$ cat config.mk
export PLATFORM = sky130hd
export DESIGN_NAME = hazard_monitor
export DESIGN_NICKNAME = d
export VERILOG_FILES = /design/src/rtl/hazard_monitor.sv
export SDC_FILE = /design/constraint.sdc
export NUM_CORES = 1
export LEC_CHECK = 0
export CELL_PAD_IN_SITES_DETAIL_PLACEMENT = 1
export CELL_PAD_IN_SITES_GLOBAL_PLACEMENT = 2
export CORE_UTILIZATION = 26
export DETAILED_ROUTE_END_ITERATION = 8
export PLACE_DENSITY = 0.82
export SYNTH_ARGS = -nofsm -noshare
export SYNTH_HDL_FRONTEND = slang
export SYNTH_SLANG_ARGS = --single-unit
export TNS_END_PERCENT = 20
$ cat constraint.sdc
create_clock -name clk -period 1.5 [get_ports clk]
set_input_delay 0.225 -clock clk [delete_from_list [all_inputs] [get_ports clk]]
set_output_delay 0.225 -clock clk [all_outputs]
set_load 0.03 [all_outputs]
$ cat src/rtl/hazard_monitor.sv
// hazard_monitor: two-flop synchronizer, stability-window glitch filter and edge/glitch event counters.
// Define HAZ_MON_CNT_EN to build the saturating edge_cnt/glitch_cnt counters and their clr logic.
module hazard_monitor #(
  parameter int unsigned STABLE_CYCLES = 4,
  parameter int unsigned CNT_W         = 8,
  parameter logic        RST_LEVEL     = 1'b0
) (
  input  logic             clk,
  input  logic             rst_n,
  input  logic             f_in,
  input  logic             clr,
  output logic             f_filt,
  output logic             edge_rise,
  output logic             edge_fall,
  output logic             glitch,
  output logic [CNT_W-1:0] edge_cnt,
  output logic [CNT_W-1:0] glitch_cnt
);

  localparam int unsigned     RUN_W    = 8;
  localparam logic [RUN_W-1:0] RUN_LAST = RUN_W'(STABLE_CYCLES);
  localparam bit              ONE_SHOT = (STABLE_CYCLES == 1);

  typedef enum logic {
    ST_STABLE  = 1'b0,
    ST_PENDING = 1'b1
  } state_t;

  state_t           state;
  logic             s1;
  logic             s2;
  logic [RUN_W-1:0] run_cnt;
  logic             differ_c;
  logic             commit_c;
  logic             reject_c;

  // Two-flop synchronizer; only s2 feeds the filter.
  always_ff @(posedge clk or negedge rst_n) begin
    if (!rst_n) begin
      s1 <= RST_LEVEL;
      s2 <= RST_LEVEL;
    end else begin
      s1 <= f_in;
      s2 <= s1;
    end
  end

  // Commit/reject decision for the current edge, shared by the FSM and the counters.
  always_comb begin
    differ_c = (s2 != f_filt);
    commit_c = 1'b0;
    reject_c = 1'b0;
    case (state)
      ST_STABLE: begin
        commit_c = differ_c && ONE_SHOT;
      end
      ST_PENDING: begin
        commit_c = differ_c && ((run_cnt + RUN_W'(1)) == RUN_LAST);
        reject_c = !differ_c;
      end
      default: begin
        commit_c = 1'b0;
        reject_c = 1'b0;
      end
    endcase
  end

  // Filter FSM with registered level and event pulses.
  always_ff @(posedge clk or negedge rst_n) begin
    if (!rst_n) begin
      state     <= ST_STABLE;
      run_cnt   <= '0;
      f_filt    <= RST_LEVEL;
      edge_rise <= 1'b0;
      edge_fall <= 1'b0;
      glitch    <= 1'b0;
    end else begin
      edge_rise <= commit_c && !f_filt;
      edge_fall <= commit_c && f_filt;
      glitch    <= reject_c;
      if (commit_c) begin
        f_filt <= ~f_filt;
      end
      case (state)
        ST_STABLE: begin
          if (differ_c) begin
            run_cnt <= RUN_W'(1);
            state   <= commit_c ? ST_STABLE : ST_PENDING;
          end
        end
        ST_PENDING: begin
          if (commit_c || reject_c) begin
            run_cnt <= '0;
            state   <= ST_STABLE;
          end else begin
            run_cnt <= run_cnt + RUN_W'(1);
          end
        end
        default: begin
          run_cnt <= '0;
          state   <= ST_STABLE;
        end
      endcase
    end
  end

`ifdef HAZ_MON_CNT_EN
  localparam logic [CNT_W-1:0] CNT_MAX = '1;

  // Saturating event counters; clr beats a same-edge increment.
  always_ff @(posedge clk or negedge rst_n) begin
    if (!rst_n) begin
      edge_cnt   <= '0;
      glitch_cnt <= '0;
    end else if (clr) begin
      edge_cnt   <= '0;
      glitch_cnt <= '0;
    end else begin
      if (commit_c && (edge_cnt != CNT_MAX)) begin
        edge_cnt <= edge_cnt + CNT_W'(1);
      end
      if (reject_c && (glitch_cnt != CNT_MAX)) begin
        glitch_cnt <= glitch_cnt + CNT_W'(1);
      end
    end
  end
`else
  logic unused_clr;

  assign edge_cnt   = '0;
  assign glitch_cnt = '0;
  assign unused_clr = clr;
`endif

endmodule

==> metrics.md, run 1 <==
| Metric | Value |
|---|---|
| Sequential power share | `31.9%` |
| Cell count after synthesis | `92` |
| Layout area overhead | `22.54%` |
| Tmin final | `1.453 ns` |
| Net Sw Frac | `39.52%` |
| FILL cells | `404` |
| Vias in the first global route | `704` |
| Routability congestion estimate | `0.7588` |
| Initial Utilization | `27.11%` |
| # clock sinks | `15` |
| Clock Root Buffer | `clkbuf_4` |
| Max IR drop VDD | `352.1 uV` |
| CORE AREA | `0.003337 mm2` |
| Highest Clock Rate | `688.2 MHz` |
| Most common cell after layout, fill and taps aside | `conb_1` |
| Die ar. | `0.003719 mm2` |
| Run status | `complete, no violations` |
| DRT iter0 DRCs | `20` |
| Antenna violations before repair | `0` |
| H-tree levels | `1` |
| Setup Viol. Count Final | `0` |
| Max-capacitance violation count | `0` |
| Wirelength per Cell | `12.14 um` |
| Number of distinct library cells after synthesis | `34` |
| Via Count | `680` |
| Grt ovf | `0` |
| Die height | `60.99 um` |
| Net switching power | `653.6 uW` |
| Yosys warnings | `0` |
| Crit path kind | `flip-flop to flip-flop` |
| Endpoints failing hold | `0` |
| Final core occ | `33.22%` |
| Via/cell ratio | `4.277` |
| Clk pin slew, worst setup/hold paths | `0.09 ns` |
| Hold Path Class | `input pin to async pin` |
| Synthesized flop and latch total | `15` |
| Combinational fraction of design power | `53.5%` |
| Synth top area share | `41.49%` |
| Skew final | `0.004934 ns` |
| Clock power frac | `14.6%` |
| Critical path data arrival time | `1.66 ns` |
| Internal Power | `1000 uW` |
| IO Pins | `24` |
| Rows | `21` |
| Final worst slack | `0.04701 ns` |
| Nets | `119` |
| Clock Latency Late Sink | `0.29 ns` |
| DRC | `0` |
| IO buf count | `6` |
| Die W | `60.99 um` |
| Post-synth top area cell | `dfrtp_1` |
| Lkg Pwr | `0.0005072 uW` |
| Hold_buf cts | `0` |
| Slew Limit Fails | `0` |
| Largest net degree at the start of global routing | `16` |
| Worst Setup End Kind | `flip-flop` |
| Crit path max fanout | `6` |
| Final WL | `1930 um` |
| DP Area | `0.001042 mm2` |
| CTS tree | `done` |
| DRT antenna net count | `0` |
| Most frequent cells in the layout | `conb_1 (16), dfrtp_1 (15), buf_4 (13)` |
| Clock buffer count from CTS | `3` |
| Synthesized area per cell | `9.833 um2` |
| RSZ-0062 raised after global routing | `true` |
| Power Density | `1492 mW/mm2` |
| Gr usage total | `11.55%` |
| Post-route cell area | `0.001109 mm2` |
| Fraction of layout cells with a size suffix above 1 | `23.89%` |
| Req. time, crit path | `1.70 ns` |
| CP Launch Type | `flip-flop` |
| First-pass GRT wire length | `3084 um` |
| Max clock buf depth | `2` |
| Area contributors post-synth | `dfrtp_1 (41%), buf_4 (14%), nand2_1 (4.6%)` |
| Hpwl dp | `1459 um` |
| Final Cycle Share | `96.87%` |
| Pre-CTS WS | `-0.03867 ns` |
| DRT Pass-1 Iters | `3` |
| Sequential fraction of the synthesis area | `41.49%` |
| Synth Cell Area | `904.6 um2` |
| Number of antenna diodes | `0` |
-- power by group through the flow --
stage | Combinational (uW) | Sequential, uW | Clock, uW
2_1_floorplan | 486 | 591 | 0
3_3_place_gp | 839 | 535 | 0
3_5_place_dp | 861 | 535 | 0
4_1_cts | 848 | 525 | 246
5_1_grt | 973 | 539 | 261
6_report | 885 | 527 | 241
-- cells in the mapped netlist --
master    number
a21oi_1        4
a21oi_2        1
a221oi_2       1
a31oi_1        1
a32oi_1        1
a41o_1         1
and2_1         3
and2_4         1
and3_2         1
and4_1         3
buf_4         17
buf_6          1
clkinv_1       1
conb_1         1
dfrtp_1       15
ha_1           1
inv_1          3
mux2i_1        1
nand2_1       11
nand3_1        1
nand3b_1       1
nand4_1        1
nor2_1         2
nor2b_1        1
nor3b_1        2
nor4b_2        1
o211ai_2       1
o21ai_1        4
o22ai_1        2
o22ai_2        1
o31ai_1        1
or2_1          1
xnor2_1        2
xor2_1         3
-- per-layer routing --
layer,track usage (%),share of wire (%),routed length (um),vias up
met2,22.76,52,999,18
met4,4.870,1.8,34,0
met1,12.24,43,835,329
li1,-,-,-,328
met3,1.279,3.2,62,5
met5,0,0,0,-
-- sequential cells by signal, summed over array words and instances (netlist names) --
| name | count |
|---|---|
| edge_rise | 1 |
| s2 | 1 |
| state | 1 |
| run_cnt | 8 |
| s1 | 1 |
| glitch | 1 |
| edge_fall | 1 |
| f_filt | 1 |
-- kinds of logic after synthesis --
family / Yosys count / share of synthesized area (%)
AOI/OAI and AO/OA: 18 / 14.80
xor gates and xnor gates: 5 / 4.842
adders and majority gates: 1 / 1.383
buffers and inverters: 22 / 17.01
DFF: 15 / 41.49
muxes: 1 / 1.107
other: 1 / 0.4145
and+or+nand+nor: 29 / 18.95
-- cell type report --
type / count / area [um2] / share of cell area, %
clock buffers: 4 / 26.28 / 2.370
inverters: 4 / 15.01 / 1.354
multi-input cells: 70 / 461.7 / 41.65
flip-flops and latches: 15 / 375.4 / 33.86
well taps: 46 / 57.56 / 5.192
repair buffers: 20 / 172.7 / 15.58
-- per-stage QoR --
step	power, uW	TNS (ns)	instances	hold WS (ns)
3_5_place_dp	1396	-0.08171	153	0.3387
5_1_grt	1773	-0.03278	159	0.2625
3_3_place_gp	1374	0	153	0.3324
2_1_floorplan	1077	0	107	-0.07059
6_report	1654	0	159	0.2376
4_1_cts	1618	0	157	0.2433
-- worst paths after layout --
check	from	cells after the start	to	slack, ns
setup / recovery	run_cnt[1]	5	run_cnt[0]	0.05
hold / removal	rst_n	2	run_cnt[5]	0.24
setup reg to reg	run_cnt[1]	5	run_cnt[0]	0.05
hold reg to reg	s1	0	s2	0.36
max in group asynchronous	rst_n	2	s1	1.09
min in group clk	s1	0	s2	0.36
-- repair_timing --
action                     4_1_cts  5_1_grt
pin swaps                        0        4
buffers inserted                 0        2
setup endpoints to repair        9        6
gates resized for setup          6        4
-- worst max-delay path, cell delays in order (launching register included) --
cell	delay [ns]
dfrtp_1	0.37
ha_2	0.20
and3_4	0.21
a21oi_2	0.06
a41o_4	0.27
a221oi_2	0.25
Power figures use the tool's default switching activity.
==> inputs of run 2 (changes only) <==
--- a/config.mk
+++ b/config.mk
@@ -9,6 +9,7 @@
 export CELL_PAD_IN_SITES_GLOBAL_PLACEMENT = 2
 export CORE_UTILIZATION = 26
 export DETAILED_ROUTE_END_ITERATION = 8
+export HOLD_SLACK_MARGIN = 0.03
 export PLACE_DENSITY = 0.82
 export SYNTH_ARGS = -nofsm -noshare
 export SYNTH_HDL_FRONTEND = slang
==> results of run 2 <==
No change in the layout: final DEF, timing and power equal those of run 1.
